`src/rtl/pitch_sched_pkg.sv`:
```
// Shared types and sizing helpers for the pitch frame scheduler.
package pitch_sched_pkg;

    localparam int V_WIDTH_DEF  = 3;
    localparam int O_WIDTH_DEF  = 2;
    localparam int OE_WIDTH_DEF = 1;
    localparam int SLOT_W       = V_WIDTH_DEF + O_WIDTH_DEF + OE_WIDTH_DEF;

    typedef enum logic [2:0] {
        IDLE,
        SWEEP,
        DRAIN,
        KEYLD,
        KEYSTB
    } sched_state_e;

    typedef struct packed {
        logic              valid;
        logic [SLOT_W-1:0] slot;
    } slot_entry_t;

    function automatic int slots_f(input int vw, input int ew);
        return 1 << (vw + ew);
    endfunction

    function automatic int pairs_f(input int voices, input int oscs);
        return voices * oscs;
    endfunction

endpackage

```
`src/rtl/pitch_slot_delay.sv`:
```
// Fixed-latency shift register that carries each slot address alongside the
// datapath so the result can be written back to the slot that produced it.
module pitch_slot_delay
    import pitch_sched_pkg::*;
#(
    parameter int DEPTH = 4
) (
    input  logic        sCLK_XVXOSC,
    input  logic        reset_reg_N,
    input  slot_entry_t push_i,
    output slot_entry_t tail_o
);

    slot_entry_t line_q [DEPTH];

    // Clearing every stage on reset is what prevents partial writes after release.
    always_ff @(posedge sCLK_XVXOSC or negedge reset_reg_N) begin
        if (!reset_reg_N) begin
            for (int i = 0; i < DEPTH; i++) begin
                line_q[i] <= '0;
            end
        end else begin
            line_q[0] <= push_i;
            for (int i = 1; i < DEPTH; i++) begin
                line_q[i] <= line_q[i-1];
            end
        end
    end

    assign tail_o = line_q[DEPTH-1];

endmodule

```
`src/rtl/pitch_sweep_sched.sv`:
```
// Frame scheduler: sweeps every voice/osc slot, writes aligned pitch results,
// and inserts key updates only between frames.
module pitch_sweep_sched
    import pitch_sched_pkg::*;
#(
    parameter int VOICES   = 8,
    parameter int V_OSC    = 4,
    parameter int V_WIDTH  = V_WIDTH_DEF,
    parameter int O_WIDTH  = O_WIDTH_DEF,
    parameter int OE_WIDTH = OE_WIDTH_DEF,
    parameter int E_WIDTH  = O_WIDTH + OE_WIDTH,
    parameter int PIPE_LAT = 4
) (
    input  logic                        sCLK_XVXOSC,
    input  logic                        reset_reg_N,
    input  logic                        run_en,
    output logic [V_WIDTH+E_WIDTH-1:0]  xxxx,
    input  logic [23:0]                 osc_pitch_val,
    output logic                        pitch_wr_en,
    output logic [V_WIDTH+O_WIDTH-1:0]  pitch_wr_adr,
    output logic [23:0]                 pitch_wr_data,
    input  logic                        key_req,
    input  logic [V_WIDTH-1:0]          key_adr,
    input  logic [7:0]                  key_val,
    output logic                        key_ack,
    output logic [V_WIDTH-1:0]          cur_key_adr,
    output logic [7:0]                  cur_key_val,
    output logic                        note_on,
    output logic                        frame_done
);

    localparam int SW     = V_WIDTH + E_WIDTH;
    localparam int SLOTS  = slots_f(V_WIDTH, E_WIDTH);
    localparam int VCOUNT = 1 << V_WIDTH;
    localparam int OCOUNT = 1 << O_WIDTH;

    localparam logic [SW-1:0]     SLOT_LAST  = SW'(SLOTS - 1);
    localparam logic [3:0]        LAT_LAST   = 4'(PIPE_LAT - 1);
    localparam logic [VCOUNT-1:0] VOICE_MASK = VCOUNT'((64'd1 << VOICES) - 64'd1);
    localparam logic [OCOUNT-1:0] OSC_MASK   = OCOUNT'((64'd1 << V_OSC) - 64'd1);

    sched_state_e     state_q;
    logic [SW-1:0]    slot_q;
    logic [SW-1:0]    slot_d;
    logic [3:0]       drain_q;
    logic             note_on_q;
    logic             key_ack_q;
    logic             frame_done_q;
    logic [V_WIDTH-1:0] cur_key_adr_q;
    logic [7:0]       cur_key_val_q;

    slot_entry_t      push;
    slot_entry_t      tail;
    logic [SW-1:0]    tail_slot;
    logic [V_WIDTH-1:0] tail_voice;
    logic [O_WIDTH-1:0] tail_osc;

    assign slot_d = slot_q + 1'b1;

    // Strobes are computed one cycle ahead so every output comes straight from a flop.
    always_ff @(posedge sCLK_XVXOSC or negedge reset_reg_N) begin
        if (!reset_reg_N) begin
            state_q       <= IDLE;
            slot_q        <= '0;
            drain_q       <= '0;
            note_on_q     <= 1'b0;
            key_ack_q     <= 1'b0;
            frame_done_q  <= 1'b0;
            cur_key_adr_q <= '0;
            cur_key_val_q <= 8'hFF;
        end else begin
            note_on_q    <= 1'b0;
            key_ack_q    <= 1'b0;
            frame_done_q <= 1'b0;
            unique case (state_q)
                IDLE: begin
                    slot_q <= '0;
                    if (key_req) begin
                        state_q <= KEYLD;
                    end else if (run_en) begin
                        state_q <= SWEEP;
                    end
                end
                SWEEP: begin
                    if (slot_q == SLOT_LAST) begin
                        slot_q       <= '0;
                        drain_q      <= '0;
                        state_q      <= DRAIN;
                        frame_done_q <= (PIPE_LAT == 1);
                    end else begin
                        slot_q <= slot_d;
                    end
                end
                DRAIN: begin
                    slot_q <= '0;
                    if (drain_q == LAT_LAST) begin
                        if (key_req) begin
                            state_q <= KEYLD;
                        end else if (run_en) begin
                            state_q <= SWEEP;
                        end else begin
                            state_q <= IDLE;
                        end
                    end else begin
                        drain_q      <= drain_q + 4'd1;
                        frame_done_q <= ((drain_q + 4'd1) == LAT_LAST);
                    end
                end
                KEYLD: begin
                    cur_key_adr_q <= key_adr;
                    cur_key_val_q <= key_val;
                    note_on_q     <= 1'b1;
                    key_ack_q     <= 1'b1;
                    state_q       <= KEYSTB;
                end
                KEYSTB: begin
                    state_q <= run_en ? SWEEP : IDLE;
                end
                default: begin
                    state_q <= IDLE;
                end
            endcase
        end
    end

    assign push.valid = (state_q == SWEEP);
    assign push.slot  = SLOT_W'(slot_q);

    pitch_slot_delay #(
        .DEPTH (PIPE_LAT)
    ) u_delay (
        .sCLK_XVXOSC (sCLK_XVXOSC),
        .reset_reg_N (reset_reg_N),
        .push_i      (push),
        .tail_o      (tail)
    );

    // Only the last sub-slot of a populated voice/osc pair carries the final pitch word.
    assign tail_slot  = SW'(tail.slot);
    assign tail_voice = tail_slot[SW-1 -: V_WIDTH];
    assign tail_osc   = tail_slot[OE_WIDTH +: O_WIDTH];

    assign pitch_wr_en   = tail.valid & (&tail_slot[OE_WIDTH-1:0])
                         & VOICE_MASK[tail_voice] & OSC_MASK[tail_osc];
    assign pitch_wr_adr  = tail_slot[SW-1:OE_WIDTH];
    assign pitch_wr_data = osc_pitch_val;

    assign xxxx        = slot_q;
    assign key_ack     = key_ack_q;
    assign note_on     = note_on_q;
    assign frame_done  = frame_done_q;
    assign cur_key_adr = cur_key_adr_q;
    assign cur_key_val = cur_key_val_q;

endmodule

```
`config.mk`:
```
export PLATFORM = sky130hd
export DESIGN_NAME = pitch_sweep_sched
export DESIGN_NICKNAME = d
export VERILOG_FILES = /design/src/rtl/pitch_sched_pkg.sv /design/src/rtl/pitch_slot_delay.sv /design/src/rtl/pitch_sweep_sched.sv
export SDC_FILE = /design/constraint.sdc
export NUM_CORES = 1
export LEC_CHECK = 0
export BUFFER_PORTS_ARGS = -buffer_cell sky130_fd_sc_hd__buf_2
export CAP_MARGIN = 20
export CORE_MARGIN = 5
export CORE_UTILIZATION = 45
export CTS_CLUSTER_DIAMETER = 200
export DETAILED_ROUTE_END_ITERATION = 12
export GPL_TIMING_DRIVEN = 0
export PLACE_DENSITY = 0.83
export SYNTH_ARGS = -nofsm -noshare
export SYNTH_HDL_FRONTEND = slang
export SYNTH_SLANG_ARGS = --single-unit
```
`constraint.sdc`:
```
create_clock -name sCLK_XVXOSC -period 2.2 [get_ports sCLK_XVXOSC]
set_input_delay 0.11 -clock sCLK_XVXOSC [delete_from_list [all_inputs] [get_ports sCLK_XVXOSC]]
set_output_delay 0.11 -clock sCLK_XVXOSC [all_outputs]
set_load 0.02 [all_outputs]
```
==> reports/metrics.cfg <==
[synth]
yosysMostFrequentCell = dfrtp_1
ys_warn_count = 0
synth_area_leader_cell = dfrtp_1
syn_area_per_cell_um2 = 13.06
synth_top_family_by_area = buffers and inverters
mappedNetlistNets = 208
synth_edf_count = 0
synth.mux.area_fraction = 0.06867
yosys.area_share.simple = 0.06982
synth_fa_ha_area_frac = 0.01731
yosysUniqueCellTypes = 35
syn_area_um2 = 2168
synth_top_area_frac = 0.5309
synthCells = 166
synth_flop_cell = dfrtp_1
ys_seq_area_frac = 0.6278
synth-seq-cells = 54
async_reset_ff_frac = 1.000
synth_compound_area_frac = 0.05943
synth_xor_area_frac = 0.01616
synthTopCellsByCount = 46 x dfrtp_1, 36 x buf_4, 11 x mux2_2
synth.area.top_cells = dfrtp_1 53%, buf_4 12%, dfstp_2 9.7%, mux2_2 5.7%, o21ai_0 1.8%

[global_route]
antenna_found_initial = 0
grt_pass1_wl_um = 5961
grtUsageTotal = 0.1198
grt_max_degree = 55
grt_pass1_vias = 1345
grt-ovfl-total = 0

[placed_design]
portBuffers = 64
dpl_cell_area_um2 = 2556
gp_congestion = 0.7991
dpl.hpwl_um = 2787

[sta]
rsz0062_at_grt = no
fin_crit_ps = 1850
relSlewSlack = 0.6291
setup_viol = 0
hold_ws_ps = 41.85
clock.fmax_mhz = 540.5
timing.final.crit_share = 0.8410
finalSetupTns_ps = 0
finClkSkew_ps = 7.074
final_hold_viol_count = 0
max_slew.worst_pin.slew_ps = 556.3
final_max_slew_viol_count = 0

[power_and_ir_drop]
power_leakage_nw = 1.432
p_switching_mw = 1.093
pwr_density_cell_nw_per_um2 = 1230
internal_power_mw = 2.220
power.share.combinational = 0.363
power_frac_clock = 0.188
pwr-share-seq = 0.449
p_sw_frac = 0.3299
power_mw = 3.313
vdd_drop_max_mv = 0.4488

[cells_and_area]
drive_above_1_share = 0.5565
final_nets = 281
syn_to_final_growth_pct = 24.24
regArea_um2 = 1361
diodes = 0
fill_cells = 394
multi_input_area_um2 = 501.7
finish.instance_area_um2 = 2694

[clock_tree]
clk_pin_slew_ps = 80
cts_root_buffer = clkbuf_8
cts_setup_buffers = 0
clock_latency_ps = 300
cts_tree = done
clock_sinks = 54
htreeDepth = 2
cts_hold_buf = 0
postCtsResizedCells = 0
cts_buffers = 5
clockBufferDepth = 2

[worst_setup_path]
worst-setup-path-type = reg -> reg
crit_path_top_delay_cell = nor3b_1
critPathMaxStageDelay_ps = 470
path_cells = clkbuf_1, nor3b_1, buf_2, mux2_2
critical_path_arrival_ps = 2030
cp.required_ps = 2380
critPathBufInv = 2
cp-start-kind = flop
cpLargestDelayFamily = buffers and inverters
critPathCaptureType = flop
path_max_fanout = 10

[route]
num_vias = 1400
viasPerCell = 4.778
dr.pass1.iters = 4
dr.first_iter.drc_count = 23
wl_per_cell_um = 12.49
routed_wl_um = 3661
drcViolationCount = 0
ant_nets = 0

[floorplan]
die_h_um = 79.42
die_area_um2 = 6307
io_pins = 89
num_rows = 25
initial_utilization = 0.4621
die-width_um = 79.42
coreArea_um2 = 4692

[job]
maxCapViolCount = 0

[status]
outcome = finished, final reports clean

[worst_hold_path]
hold_class = in -> reg

[power groups by stage]
stage	combinational, mW	sequential [mW]	clock, mW
after floorplan	0.752	1.63	0
after global placement	1.18	1.50	0
after detailed placement	1.22	1.51	0
after CTS	1.22	1.49	0.654
after global routing	1.33	1.53	0.688
final	1.20	1.49	0.624
[state kept, by name (all words and copies together), names as in the netlist]
register / cells
state_q: 3
cur_key_val: 8
cur_key_adr: 3
u_delay.line_q: 21
key_ack: 1
drain_q: 4
frame_done: 1
u_delay.tail_o: 7
xxxx: 6
[final cells by class]
class | count | area share
buffer | 39 | 0.1078
clock buffer | 5 | 0.02555
clock inverter | 2 | 0.01440
inverter | 4 | 0.005574
multi-input combinational | 69 | 0.1863
sequential | 54 | 0.5053
tap | 54 | 0.02508
timing repair buffer | 66 | 0.1301
[worst reg2reg max path: stages (launching register included)]
cell and delay [ps]:
dfrtp_1 380, clkbuf_1 190, nor3b_1 470, buf_2 330
mux2_2 360
[cells in the final DEF, fill, tap and decap left out, types with 2 or more instances in the layout]
cell type,n
a21oi_1,4
a31oi_1,2
buf_2,65
buf_4,36
clkbuf_8,5
dfrtp_1,46
dfstp_2,8
ha_1,3
inv_1,3
mux2_2,11
nand2_1,8
nand3_1,4
nor2_1,5
nor3b_1,3
o21ai_0,8
o2bb2ai_1,2
xnor2_1,2
xor2_1,2
[final timing paths]
path	from	endpoint	slack (ps)	cells after the start
max	state_q[2]	cur_key_adr[0]	350	4
min	key_adr[2]	cur_key_adr[2]	40	2
max reg2reg	state_q[2]	cur_key_adr[0]	350	4
min reg2reg	u_delay.line_q[14]	u_delay.line_q[7]	350	0
max in group asynchronous	reset_reg_N	drain_q[3]	1320	3
min in group asynchronous	reset_reg_N	u_delay.tail_o[2]	350	2
[through the flow]
| step | worst slack (ps) | std cells | utilization |
|---|---|---|---|
| 2_1_floorplan | 509.4 | 166 | - |
| 3_3_place_gp | 334.6 | 284 | 0.5448 |
| 3_5_place_dp | 311.2 | 284 | 0.5448 |
| 4_1_cts | 293.7 | 291 | 0.5677 |
| 5_1_grt | 148.6 | 293 | 0.5741 |
| 6_report | 349.8 | 293 | 0.5741 |
[metal layers]
layer	vias to the layer above	GRT usage	part of all wire
li1	665	-	-
met1	671	0.1320	0.37
met2	60	0.2180	0.52
met3	4	0.03950	0.093
met4	0	0.03608	0.0098
met5	-	0	0
[logic make-up after synthesis]
kind of cell	count (synthesis)
buf+inv	43
xor+xnor	4
mux	13
simple gates	28
flops	54
fa+ha+maj	3
compound gates	21
(Power assumes the default switching activity.)
